--- config.mk ---
export PLATFORM = sky130hd
export DESIGN_NAME = truth_table_unit
export DESIGN_NICKNAME = d
export VERILOG_FILES = /design/src/rtl/truth_table_pkg.sv /design/src/rtl/truth_table_mem.sv /design/src/rtl/truth_table_unit.sv
export SDC_FILE = /design/constraint.sdc
export NUM_CORES = 1
export LEC_CHECK = 0
export ABC_AREA = 1
export CAP_MARGIN = 15
export CELL_PAD_IN_SITES_DETAIL_PLACEMENT = 1
export CELL_PAD_IN_SITES_GLOBAL_PLACEMENT = 1
export CORE_AREA = 2 2 70 72
export DETAILED_ROUTE_END_ITERATION = 8
export DIE_AREA = 0 0 72 74
export MAX_ROUTING_LAYER = met4
export PLACE_DENSITY = 0.85
export SYNTH_ARGS = -nofsm -noshare
export SYNTH_HDL_FRONTEND = slang
export SYNTH_HIERARCHICAL = 1
export SYNTH_SLANG_ARGS = --single-unit
--- constraint.sdc ---
create_clock -name i_clk -period 1.2 [get_ports i_clk]
set_input_delay 0.24 -clock i_clk [delete_from_list [all_inputs] [get_ports i_clk]]
set_output_delay 0.24 -clock i_clk [all_outputs]
set_load 0.02 [all_outputs]
--- src/rtl/truth_table_pkg.sv ---
// truth_table_pkg: shared definitions for the programmable truth-table block.
//   DEFAULT_TABLE_INIT : reset contents for N_IN=4, N_OUT=1 (Y = ~A & ~D, A = MSB)
//   state_e            : sweep FSM encoding (ST_IDLE, ST_SWEEP)
//   depth_of()         : number of table rows for a given input count
package truth_table_pkg;

    localparam logic [15:0] DEFAULT_TABLE_INIT = 16'h0055;

    typedef enum logic [0:0] {
        ST_IDLE  = 1'b0,
        ST_SWEEP = 1'b1
    } state_e;

    function automatic int depth_of(input int n_in);
        return 1 << n_in;
    endfunction

endpackage

--- src/rtl/truth_table_mem.sv ---
// truth_table_mem: reset-initialised row storage for truth_table_unit.
// One synchronous write port, two asynchronous read ports.
//   clk, rst_n             : clock, asynchronous active-low reset (loads TABLE_INIT)
//   wr_en/wr_addr/wr_data  : row write, takes effect from the sampling edge onward
//   rd_a_addr -> rd_a_data : lookup read port
//   rd_b_addr -> rd_b_data : sweep read port
module truth_table_mem
    import truth_table_pkg::*;
#(
    parameter int N_IN  = 4,
    parameter int N_OUT = 1,
    parameter logic [depth_of(N_IN)*N_OUT-1:0] TABLE_INIT = DEFAULT_TABLE_INIT
) (
    input  logic             clk,
    input  logic             rst_n,
    input  logic             wr_en,
    input  logic [N_IN-1:0]  wr_addr,
    input  logic [N_OUT-1:0] wr_data,
    input  logic [N_IN-1:0]  rd_a_addr,
    output logic [N_OUT-1:0] rd_a_data,
    input  logic [N_IN-1:0]  rd_b_addr,
    output logic [N_OUT-1:0] rd_b_data
);

    localparam int DEPTH = depth_of(N_IN);

    logic [N_OUT-1:0] rows [DEPTH];

    always_ff @(posedge clk or negedge rst_n) begin
        if (!rst_n) begin
            for (int r = 0; r < DEPTH; r++) begin
                rows[r] <= TABLE_INIT[r*N_OUT +: N_OUT];
            end
        end else if (wr_en) begin
            rows[wr_addr] <= wr_data;
        end
    end

    assign rd_a_data = rows[rd_a_addr];
    assign rd_b_data = rows[rd_b_addr];

endmodule

--- src/rtl/truth_table_unit.sv ---
// truth_table_unit: run-time programmable 2^N_IN-row truth table with
// registered single-shot lookups and a full-table sweep stream.
//   i_clk, i_rst_n             : clock, asynchronous active-low reset
//   i_wr_en/i_wr_addr/i_wr_data: row write (ignored while o_busy)
//   i_valid/i_in -> o_valid/o_y: 1-cycle lookup, no backpressure (ignored while o_busy)
//   i_sweep_start, o_busy      : start a sweep (pulse), sweep in progress
//   o_sweep_valid/i_sweep_ready/o_sweep_addr/o_sweep_y/o_sweep_last : sweep stream
// Optional (macro TRUTH_TABLE_ONES_COUNT_EN):
//   o_ones_count, o_count_valid: number of rows with bit 0 set, pulsed after a sweep
//
// Sweep handshake: a beat transfers on every rising edge where o_sweep_valid and
// i_sweep_ready are both 1; addr/y/last stay stable until that edge, and
// o_sweep_valid never drops before the last row has transferred.
module truth_table_unit
    import truth_table_pkg::*;
#(
    parameter int N_IN  = 4,
    parameter int N_OUT = 1,
    parameter logic [depth_of(N_IN)*N_OUT-1:0] TABLE_INIT = DEFAULT_TABLE_INIT
) (
    input  logic             i_clk,
    input  logic             i_rst_n,
    input  logic             i_wr_en,
    input  logic [N_IN-1:0]  i_wr_addr,
    input  logic [N_OUT-1:0] i_wr_data,
    input  logic             i_valid,
    input  logic [N_IN-1:0]  i_in,
    output logic             o_valid,
    output logic [N_OUT-1:0] o_y,
    input  logic             i_sweep_start,
    output logic             o_busy,
    output logic             o_sweep_valid,
    input  logic             i_sweep_ready,
    output logic [N_IN-1:0]  o_sweep_addr,
    output logic [N_OUT-1:0] o_sweep_y,
    output logic             o_sweep_last
`ifdef TRUTH_TABLE_ONES_COUNT_EN
    ,
    output logic [N_IN:0]    o_ones_count,
    output logic             o_count_valid
`endif
);

    localparam logic [0:0]      IDLE      = ST_IDLE;
    localparam logic [0:0]      SWEEP     = ST_SWEEP;
    localparam logic [N_IN-1:0] LAST_ADDR = N_IN'(depth_of(N_IN) - 1);

    logic [0:0]       state;
    logic             busy;
    logic             wr_ok;
    logic             lookup_ok;
    logic             xfer;
    logic             at_last;
    logic [N_OUT-1:0] lookup_row;
    logic [N_OUT-1:0] sweep_row;

    assign busy      = (state == SWEEP);
    assign wr_ok     = i_wr_en & ~busy;
    assign lookup_ok = i_valid & ~busy;
    assign xfer      = o_sweep_valid & i_sweep_ready;
    assign at_last   = (o_sweep_addr == LAST_ADDR);

    truth_table_mem #(
        .N_IN       (N_IN),
        .N_OUT      (N_OUT),
        .TABLE_INIT (TABLE_INIT)
    ) u_mem (
        .clk       (i_clk),
        .rst_n     (i_rst_n),
        .wr_en     (wr_ok),
        .wr_addr   (i_wr_addr),
        .wr_data   (i_wr_data),
        .rd_a_addr (i_in),
        .rd_a_data (lookup_row),
        .rd_b_addr (o_sweep_addr),
        .rd_b_data (sweep_row)
    );

    // Registered lookup: the array is read before the edge's write lands,
    // so a same-edge write/lookup to one row returns the old contents.
    always_ff @(posedge i_clk or negedge i_rst_n) begin
        if (!i_rst_n) begin
            o_valid <= 1'b0;
            o_y     <= '0;
        end else begin
            o_valid <= lookup_ok;
            if (lookup_ok) begin
                o_y <= lookup_row;
            end
        end
    end

    // Sweep FSM. The row value is read combinationally from the current
    // address; the table is write-locked while busy, so it cannot change
    // under a stalled beat, and a write on the start edge is already visible.
    always_ff @(posedge i_clk or negedge i_rst_n) begin
        if (!i_rst_n) begin
            state         <= IDLE;
            o_sweep_valid <= 1'b0;
            o_sweep_addr  <= '0;
        end else if (state == IDLE) begin
            if (i_sweep_start) begin
                state         <= SWEEP;
                o_sweep_valid <= 1'b1;
                o_sweep_addr  <= '0;
            end
        end else if (xfer) begin
            if (at_last) begin
                state         <= IDLE;
                o_sweep_valid <= 1'b0;
                o_sweep_addr  <= '0;
            end else begin
                o_sweep_addr <= o_sweep_addr + N_IN'(1);
            end
        end
    end

    assign o_busy       = busy;
    assign o_sweep_y    = o_sweep_valid ? sweep_row : '0;
    assign o_sweep_last = o_sweep_valid & at_last;

`ifdef TRUTH_TABLE_ONES_COUNT_EN
    localparam int CW = N_IN + 1;

    // The count register is the output; it holds its final value once the
    // last beat has transferred, and o_count_valid flags that cycle.
    always_ff @(posedge i_clk or negedge i_rst_n) begin
        if (!i_rst_n) begin
            o_ones_count  <= '0;
            o_count_valid <= 1'b0;
        end else begin
            o_count_valid <= 1'b0;
            if (state == IDLE && i_sweep_start) begin
                o_ones_count <= '0;
            end else if (xfer) begin
                o_ones_count <= o_ones_count + CW'(o_sweep_y[0]);
                if (at_last) begin
                    o_count_valid <= 1'b1;
                end
            end
        end
    end
`endif

endmodule

======== After elaboration in Yosys (flattened, before gate mapping) ========
Cells that the tools add are included.
word-level totals
  register bits after elaboration ......... 24
  bits of input ports ..................... 15
  word-level logic and storage cells ...... 63
operators by class
  add/subtract/negate cells ............... 1
  order comparisons ....................... 4
  eq/ne operators ......................... 3
  mux-type cells .......................... 22
  bitwise logic cells ..................... 8
  reduce and logical (&&, ||, !) cells .... 4
operators by type and width
  operator                                                    count
  bitwise mux 16 bit                                          1
  2-to-1 mux 4 bit                                            4
  >= comparator 5 bit, second input constant                  3
  inverter 4 -> 5 bit                                         3
  2-to-1 mux 1 bit                                            14
  binary-select mux 1 bit (select 4 bit)                      2
  less-than comparator 5 x 1 -> 1 bit, second input constant  1
  adder 4 x 1 -> 4 bit, second input constant                 1
  AND 1 bit                                                   4
  demux 1 bit (select 4 bit)                                  1
  equality test 4 bit, second input constant                  1
  != test 2 x 1 -> 1 bit, second input constant               2
  AND reduction 3 bit                                         1
  AND reduction 2 bit                                         1
  nonzero test 2 bit                                          1
  logical AND 1 bit                                           1
  inverter 1 bit                                              1

======== Depth between registers and ports, before layout ========
  depth in word-level cells ............... 6
  mapped depth ............................ 9

======== Hierarchy ========
Netlist, hierarchy kept.
modules (own cells, without submodules)
  module            instances  cells each  area each (µm²)
  truth_table_mem   1          169         1074.8
  truth_table_unit  1          52          399.1

======== Worst setup path before layout ========
No wires, ideal clock.
  path type ............................... register to output
  from .................................... register o_sweep_addr[0]
  to ...................................... output port o_sweep_y
  arrival time ............................ 1325 ps
  path slack .............................. -365 ps
  cell stages (with the launch flop) ...... 10
  cell sequence ........................... dfrtp_1 -> buf_2 -> inv_2 -> nand2_1 -> nand3_1 -> nand3_1 -> nand3_1 -> nand2_1 -> nand2_1 -> inv_1
between the ends
  longest elaborated chain between the ends .. 5
ends and longest elaborated chain
  what                                                  line                     RTL
  start: declaration                                    truth_table_unit.sv:34   output logic [N_IN-1:0] o_sweep_addr,
  start signal: assignment                              truth_table_unit.sv:113  o_sweep_addr <= o_sweep_addr + N_IN'(1);
  inverter 4 -> 5 bit (implied by the code)             truth_table_mem.sv:40    assign rd_b_data = rows[rd_b_addr];
  binary-select mux 1 bit (select 4 bit)                truth_table_mem.sv:40
  2-to-1 mux 1 bit (implied by the code) (2 in series)  truth_table_mem.sv:40
  net sweep_row                                         truth_table_unit.sv:55   logic [N_OUT-1:0] sweep_row;
  2-to-1 mux 1 bit                                      truth_table_unit.sv:119  assign o_sweep_y = o_sweep_valid ? sweep_row : '0;
  end: declaration                                      truth_table_unit.sv:35   output logic [N_OUT-1:0] o_sweep_y,
The timed path passes the listed nets, and every way through them passes these cells. The select of a mux whose other input is x is not followed.

======== Final worst setup path ========
Same ends and word-level chain as after synthesis.

==> impl_results.md <==
* FF-to-FF Start: o_sweep_addr[0]
* Clk root buf: clkbuf_8
* RSZ-0062 raised after global routing: yes
* Flops & latches, synth at 24
* Crit share post-route at 150%
* CP Launch Type: flop
* Initial core utilization at 32.1%
* Failing checks: negative setup slack
* Fin util at 57.4%
* Die Area at 5330 µm²
* Slew headroom at 74.0%
* Core ar. at 4600 µm²
* Vias per cell at 5.28
* Placer Congestion at 0.944
* Layout fillers at 551
* Type of the most critical hold path: in -> async
* Number of levels in the clock H-tree at 1
* Clk pin slew, worst setup/hold paths at 0.10 ns
* DR iter-0 viols at 91
* Gr ovfl total at 0
* Worst-Margin Slew at 0.390 ns
* Detailed placement HPWL at 3810 µm
* Seq/Total Area, Yosys at 41.1%
* Pre-CTS setup slack at -0.684 ns
* Fin Hold WS at 0.325 ns
* Synth Area in Adders at 0.849%
* Clk_lat worst skew at 0.27 ns
* Vias in the first global route at 1,968
* I/O pin count at 25
* Final worst slack at -0.601 ns
* Commonest non-fill, non-tap cell in the layout: nand2_1
* Most frequent cells in the layout: 43 x nand2_1, 37 x buf_4, 26 x inv_1
* Kind of critical path: reg -> out
* CP max FO at 5
* Routed len/inst at 20.1 µm
* CP startpoint: o_sweep_addr[0]
* PortBufs at 24
* CTS Buf Count at 3
* Final setup viols at 26
* YS warnings at 6
* Clock sink count at 24
* DRC at 0
* Cts-stage hold buffer count at 0
* Compound-Gate Fraction of Synth Area at 7.64%
* Combinational share of power at 61.3%
* Total power at 4.29 mW
* Post-route ant nets at 0
* Clk_skew at 0.00449 ns
* Initial antenna violation count at 0
* Via count at 1,858
* Pin count of the biggest net entering global routing at 25
* Largest family of logic cells by synthesized area: simple AND/OR/NAND/NOR gates
* Mux share of post-synthesis cell area at 0%
* Slew Viols, Final at 0
* Post-Route WL at 7090 µm
* Peak supply drop at 0.000971 V
* Most frequent CP cell: nand3_2
* Crit path cell chain: buf_4 > nand2_1 > nand3_2 > nand3_2 > nand3_2 > nand2_2 > nand2_2 > inv_2 > buf_6
* CP peak stage delay at 0.45 ns
* First-pass GRT wire length at 9930 µm
* Status: finished, violations left
* CTS Buffer Depth at 2
* CP Data Required Time at 0.96 ns
* Post-layout min period at 1.80 ns
* Fin. Hold Viols at 0
* CP bufs+invs at 3
* Cell variety after synth at 20
* CTS tree: built
* Max frequency at 0.555 GHz
* Delay-heaviest family, CP: simple AND/OR/NAND/NOR gates
* Synthesis-to-finish area growth at 79.0%
* PD cells at 1630 nW/µm²
* Synth Net Count at 237
* Pre-antenna DRT Iters at 4
* Internal Pwr Total at 2.39 mW
* Post-synthesis cell count at 221
* Psw at 1.90 mW
* Worst setup EP type: output pin
* Layout cells sized above 1 at 57.0%
* Switching Fraction at 44.4%
* Nets at 315
* # rows at 25
* Die height at 74 µm
* Total track usage at 25.5%
* Crit path DAT at 1.56 ns
* Clock network fraction of total power at 13.7%
* XOR/XNOR share of the synthesized area at 0%
* Syn Area/Cell at 6.67 µm²
* Die width at 72 µm
* Critical path's slowest cell: dfrtp_2
* Leakage power total at 1.26 nW
* Synth Area in Simple Gates at 39.0%
* Max-cap viol count at 0
* Diode count at 0
* Flop pwr share at 25.0%
* Area of the mapped netlist at 1470 µm²
[routing by layer]
layer | vias up | global-route usage (%) | wire length [µm]
met2 | 38 | 43.4 | 3660
met3 | 18 | 2.71 | 126
li1 | 847 | - | -
met5 | - | - | 0
met1 | 955 | 30.7 | 3060
met4 | 0 | 11.1 | 242
[cell type report]
class / instances / area, µm² / share of cell area (%)
clock buffers: 4 / 55.1 / 2.09
inverters: 42 / 184 / 6.97
multi-input cells: 153 / 1050 / 39.6
flip-flops and latches: 24 / 612 / 23.2
well taps: 54 / 67.6 / 2.56
repair buffers: 75 / 674 / 25.6
[worst register-to-register path, delay by kind of cell (launching register included)]
kind / cells / cell delay [ns]
buffers and inverters: 5 / 0.62
DFF: 1 / 0.45
and+or+nand+nor: 4 / 0.32
[synthesized netlist by cell type, drive strengths merged]
library cell | number | share of area [%]
a31oi | 3 | 1.3
nand2 | 71 | 18
dfrtp | 20 | 34
a21oi | 4 | 1.4
nor3 | 1 | 1.1
inv | 42 | 11
o21ai | 14 | 5.0
dfstp | 4 | 7.1
buf | 2 | 0.68
nand3 | 37 | 13
ha | 1 | 0.85
nor2 | 21 | 6.4
nand4 | 1 | 0.42
[registers in the layout, summed over array words and instances (netlist names)]
signal	cells
o_y	1
o_busy	1
o_sweep_valid	1
o_valid	1
u_mem/rows	16
o_sweep_addr	4
[power by group through the flow]
stage / registers (mW) / logic, mW / clock network [mW]
floorplan: 1.18 / 0.741 / 0
global placement: 1.06 / 1.50 / 0
detailed placement: 1.08 / 1.56 / 0
CTS: 1.02 / 2.09 / 0.568
global route: 1.08 / 2.77 / 0.638
finish: 1.07 / 2.63 / 0.588
[per-stage QoR]
step,setup TNS (ns),cells,area [µm²]
6_report,-3.26,352,2640
5_1_grt,-4.39,352,2640
3_3_place_gp,-6.65,335,2090
4_1_cts,-1.76,346,2370
3_5_place_dp,-8.03,335,2090
2_1_floorplan,-0.235,221,1500
[logic make-up after synthesis]
group                    after synthesis
adder cells (fa/ha/maj)                1
AO/OA/AOI/OAI                         21
buffers and inverters                 44
AND/OR/NAND/NOR                      131
flip-flops                            24
[repair_timing]
item,in CTS,in global routing
gates resized for setup,101,76
setup endpoints to repair,27,31
pin swaps,18,16
hold endpoints to repair,0,0
buffers inserted,8,9
cloned,1,0
[path summary, 6_finish.rpt]
path                              endpoint  slack [ns]  cells after the start
max                              o_sweep_y       -0.60                      9
min                        o_sweep_addr[2]        0.33                      2
max reg2reg                o_sweep_addr[3]       -0.29                      9
min reg2reg                            o_y        0.49                      2
max in group asynchronous   u_mem/rows[15]        0.64                      2
min in group i_clk          u_mem/rows[12]        0.37                      3
Power figures use the tool's default switching activity.
